--- src/rtl/y_signature_misr.sv ---
// Result compactor: XOR-folds the wide DUT output bus and absorbs it into a MISR.
// After NUM_VECTORS samples it freezes the signature and compares it against a golden value.
module y_signature_misr #(
  parameter int unsigned          Y_WIDTH     = 425,
  parameter int unsigned          SIG_WIDTH   = 32,
  parameter logic [SIG_WIDTH-1:0] POLY        = 32'h04C11DB7,
  parameter logic [SIG_WIDTH-1:0] SEED        = 32'hFFFFFFFF,
  parameter int unsigned          NUM_VECTORS = 22
) (
  input  logic                               clk,
  input  logic                               rst_n,
  input  logic                               start,
  input  logic                               abort,
  input  logic                               y_valid,
  input  logic [Y_WIDTH-1:0]                 y,
  input  logic [SIG_WIDTH-1:0]               expected_sig,
  output logic                               busy,
  output logic                               done,
  output logic                               match,
  output logic [SIG_WIDTH-1:0]               signature,
  output logic [$clog2(NUM_VECTORS+1)-1:0]   sample_count
);

  localparam int unsigned CNT_W      = $clog2(NUM_VECTORS + 1);
  localparam int unsigned NUM_CHUNKS = (Y_WIDTH + SIG_WIDTH - 1) / SIG_WIDTH;
  localparam int unsigned PAD_W      = NUM_CHUNKS * SIG_WIDTH;

  typedef enum logic [1:0] {
    S_IDLE    = 2'd0,
    S_CAPTURE = 2'd1,
    S_DONE    = 2'd2
  } state_t;

  state_t               state;
  state_t               state_nx;
  logic [CNT_W-1:0]     accept_cnt;
  logic [SIG_WIDTH-1:0] fold_q;
  logic                 fold_v;

  logic                 load_seed_c;
  logic                 accept_c;
  logic                 absorb_c;
  logic [PAD_W-1:0]     y_pad_c;
  logic [SIG_WIDTH-1:0] fold_c;
  logic [SIG_WIDTH-1:0] misr_nx_c;

  // Zero-extend y to a whole number of chunks so the fold needs no bounds checks.
  assign y_pad_c = PAD_W'(y);

  always_comb begin
    fold_c = '0;
    for (int k = 0; k < int'(NUM_CHUNKS); k++) begin
      fold_c = fold_c ^ y_pad_c[k*SIG_WIDTH +: SIG_WIDTH];
    end
  end

  assign misr_nx_c = {signature[SIG_WIDTH-2:0], 1'b0}
                   ^ (signature[SIG_WIDTH-1] ? POLY : '0)
                   ^ fold_q;

  assign match = done && (signature == expected_sig);

  always_ff @(posedge clk) begin
    if (!rst_n) begin
      state <= S_IDLE;
    end else begin
      state <= state_nx;
    end
  end

  // Next state plus the per-cycle load/accept/absorb strobes; abort always wins.
  always_comb begin
    state_nx    = state;
    load_seed_c = 1'b0;
    accept_c    = 1'b0;
    absorb_c    = 1'b0;
    unique case (state)
      S_IDLE, S_DONE: begin
        if (abort) begin
          state_nx = S_IDLE;
        end else if (start) begin
          state_nx    = S_CAPTURE;
          load_seed_c = 1'b1;
        end
      end
      S_CAPTURE: begin
        if (abort) begin
          state_nx = S_IDLE;
        end else begin
          accept_c = y_valid && (accept_cnt < CNT_W'(NUM_VECTORS));
          absorb_c = fold_v;
          if (fold_v && (sample_count == CNT_W'(NUM_VECTORS - 1))) begin
            state_nx = S_DONE;
          end
        end
      end
      default: state_nx = S_IDLE;
    endcase
  end

  // Two-stage datapath: fold register, then MISR absorb one edge later.
  always_ff @(posedge clk) begin
    if (!rst_n) begin
      busy         <= 1'b0;
      done         <= 1'b0;
      signature    <= '0;
      sample_count <= '0;
      accept_cnt   <= '0;
      fold_q       <= '0;
      fold_v       <= 1'b0;
    end else begin
      busy   <= (state_nx == S_CAPTURE);
      done   <= (state_nx == S_DONE);
      fold_v <= accept_c;
      if (accept_c) begin
        fold_q     <= fold_c;
        accept_cnt <= accept_cnt + CNT_W'(1);
      end
      if (load_seed_c) begin
        signature    <= SEED;
        sample_count <= '0;
        accept_cnt   <= '0;
      end else if (absorb_c) begin
        signature    <= misr_nx_c;
        sample_count <= sample_count + CNT_W'(1);
      end
    end
  end

endmodule
--- config.mk ---
export PLATFORM = sky130hd
export DESIGN_NAME = y_signature_misr
export DESIGN_NICKNAME = d
export VERILOG_FILES = /design/src/rtl/y_signature_misr.sv
export SDC_FILE = /design/constraint.sdc
export NUM_CORES = 1
export LEC_CHECK = 0
export BUFFER_PORTS_ARGS = -buffer_cell sky130_fd_sc_hd__buf_2
export CORE_AREA = 2 2 196 198
export CTS_CLUSTER_SIZE = 14
export DETAILED_ROUTE_END_ITERATION = 10
export DIE_AREA = 0 0 198 200
export PLACE_DENSITY = 0.57
export SLEW_MARGIN = 25
export SYNTH_ARGS = -nofsm -noshare
export SYNTH_HDL_FRONTEND = slang
export SYNTH_SLANG_ARGS = --single-unit
export TNS_END_PERCENT = 5
--- constraint.sdc ---
create_clock -name clk -period 3.8 [get_ports clk]
set_input_delay 0.19 -clock clk [delete_from_list [all_inputs] [get_ports clk]]
set_output_delay 0.19 -clock clk [all_outputs]
set_load 0.01 [all_outputs]
==> out/qor.yml <==
sta:
  grt_setup_unrepaired: "no"
  hold_violations: 0
  fin_setup_tns_ns: 0
  period_share_pct: 68.90
  fmax_ghz: 0.3819
  setup_viol: 0
  min_period_ns: 2.618
  maxSlewViolCount: 0
  tightestPinTransition_ns: 0.7048
  skew_ns: 0.009649
  slew_headroom_pct: 53.01
yosys:
  synthCells: 681
  yosys_warnings: 0
  synth-seq-cells: 79
  yosysSeqAreaShare_pct: 20.88
  synthArstFlopShare_pct: 0
  synth-edff-count: 0
  synth_cell_types: 37
  synth_flop_cell: "dfxtp_1"
  synth.avg_cell_area_sq_um: 11.12
  synth_nets: 1146
  syn_area_sq_um: 7575
power:
  switching_power_w: 0.001041
  p_seq_share_pct: 27.5
  vdd_ir_drop_max_mv: 0.1936
  p_int_w: 0.002273
  power.leakage_nw: 5.374
  clkPwrFrac_pct: 24.9
  netSwitchingFraction_pct: 31.41
  comb_power_share_pct: 47.6
  p_per_area_nw_per_um2: 303.2
layout:
  area_growth_pct: 44.30
  fillerInstances: 3900
  fin_cells: 1691
  mostFrequentLayoutCell: "buf_2"
  multi_input_area_sq_um: 5842
  final_cell_mix: "buf_2, xnor2_1, xnor3_1"
  seqCellArea_sq_um: 1582
  drive_above_1_share_pct: 46.43
  fin_nets: 1636
die:
  initial_core_util_pct: 20.25
  die_w_um: 198
  core_sq_um: 37400
  die_y_um: 200
  placementRows: 71
  io_pins: 502
  dieArea_sq_um: 39600
placed_design:
  numPortBuffers: 501
  dp_hpwl_um: 23720
  placed_cells: 1671
  gp_congestion: 0.7966
setup_path:
  cp_cell_sequence: "xor2_1 -> nor4_1 -> nand4_1 -> nor3_1 -> buf_2"
  crit_slowest_cell: "nor4_1"
  arrival_ns: 2.43
  crit_start: "signature[25]"
  crit_path_start_kind: "flop"
  endpoint: "match"
  worstSetupEndpointType: "output port"
  crit_path_max_fanout: 4
  rr_worst_depth: 5
  worstPathRequired_ns: 3.61
  slowest_delay_ns: 0.59
  critical_path_class: "reg2out"
  r2r_slack_ns: 1.61
  r2r_end: "accept_cnt[1]"
  reg2reg_from: "state[0]"
global_route:
  grt_pass1_vias: 6714
  gr-usage-all-layers_pct: 13.08
  grt_overflow: 0
  grt_pass1_wl_um: 38100
  antenna_found_initial: 8
  grt_max_degree: 65
drt:
  ant_nets: 0
  drc: 0
  drt_iter0_drc: 209
  routed_wl_um: 27670
  wl_per_cell_um: 16.36
  vias: 6660
  via_per_inst: 3.938
  dr.pass1.iters: 4
clock_tree:
  cts_setup_buffers: 0
  htreeDepth: 3
  root_buffer: "clkbuf_16"
  cts_buffer_depth: 2
  numCtsBuffers: 9
  cts_resized: 0
  cts_tree: "built"
  cts.sinks: 79
  path_clk_slew_ns: 0.07
  cts_hold_buf: 0
  clock_latency_ns: 0.35
run_status:
  status: "completed"
hold_path:
  hold_depth: 2
  hold_path_class: "in2reg"
run:
  maxCapViolCount: 0
[logic make-up after synthesis]
kind of cell | after synthesis | share of synthesized area (%)
buffers and inverters | 32 | 2.296
AO/OA/AOI/OAI | 95 | 10.08
adder cells (fa/ha/maj) | 3 | 0.4956
flip-flops | 79 | 20.88
XOR/XNOR | 390 | 60.90
AND/OR/NAND/NOR | 81 | 5.220
multiplexers | 1 | 0.1321
[worst min path at each step]
stage                      end  slack [ns]        from
floorplan                 done        0.27       abort
global placement    fold_q[10]        0.47  fold_q[10]
detailed placement  fold_q[10]        0.48  fold_q[10]
CTS                       done        0.12       abort
global route              done        0.15       abort
finish                    done        0.14       abort
[stage by stage]
step                      cell area [sq um]  util (%)  power [W]  hold slack (ns)  setup slack, ns
after floorplan                        7575         -   0.001987           0.2661            2.394
after detailed placement              10650     28.47   0.002546           0.4763            1.329
after global routing                  10930     29.22   0.003524           0.1501           0.9268
final                                 10930     29.23   0.003314           0.1406            1.182
after CTS                             10920     29.20   0.003408           0.1167           0.9420
after global placement                10650     28.47   0.002538           0.4725            1.316
[synth_stat cells, drive strengths merged, types with 2 or more instances]
| cell type | n | share of area, % |
|---|---|---|
| xnor2 | 254 | 29 |
| dfxtp | 79 | 21 |
| inv | 3 | 0.15 |
| nand2 | 44 | 2.3 |
| nand4 | 5 | 0.41 |
| nor3 | 2 | 0.13 |
| o311a | 18 | 2.4 |
| xnor3 | 87 | 26 |
| a21oi | 25 | 1.7 |
| nor4 | 7 | 0.58 |
| xor2 | 49 | 5.7 |
| o31ai | 13 | 1.3 |
| nor3b | 4 | 0.46 |
| nand3 | 2 | 0.13 |
| clkbuf | 8 | 0.40 |
| buf | 21 | 1.8 |
| o21ai | 9 | 0.59 |
| ha | 3 | 0.50 |
| o22ai | 23 | 3.5 |
| nor2 | 11 | 0.55 |
| nor4bb | 2 | 0.26 |
| o21a | 4 | 0.40 |
[power groups by stage]
stage	combinational (W)	clock [W]	sequential, W
floorplan	0.00106	0	0.000931
global placement	0.00161	0	0.000927
detailed placement	0.00162	0	0.000930
CTS	0.00162	0.000873	0.000911
global route	0.00171	0.000896	0.000917
finish	0.00158	0.000826	0.000910
[critical path, delay by kind of cell, from the launching register on]
kind / cells / cell delay [ns]
buffers and inverters: 1 / 0.23
xor gates and xnor gates: 1 / 0.11
and+or+nand+nor: 3 / 1.28
DFF: 1 / 0.47
[per-layer routing]
| layer | track usage [%] | routed length, um | vias up |
|---|---|---|---|
| met3 | 3.780 | 1718 | 19 |
| met4 | 2.534 | 208 | 8 |
| met1 | 14.90 | 11200 | 3080 |
| met5 | 0 | 60 | - |
| met2 | 24.35 | 14480 | 243 |
| li1 | - | - | 3310 |
[sequential cells by signal, summed over array words and instances (netlist names)]
register	flops
fold_q	32
signature	32
accept_cnt	5
sample_count	5
state	2
busy	1
done	1
fold_v	1
[cell type report]
class / instances / area share [%]
repair buffers: 508 / 23.53
inverters: 3 / 0.1030
diodes: 4 / 0.09157
well taps: 511 / 5.849
flip-flops and latches: 79 / 14.47
clock inverters: 6 / 0.4121
clock buffers: 10 / 2.095
multi-input cells: 570 / 53.45
No activity file was read; power rests on OpenSTA's default activity.
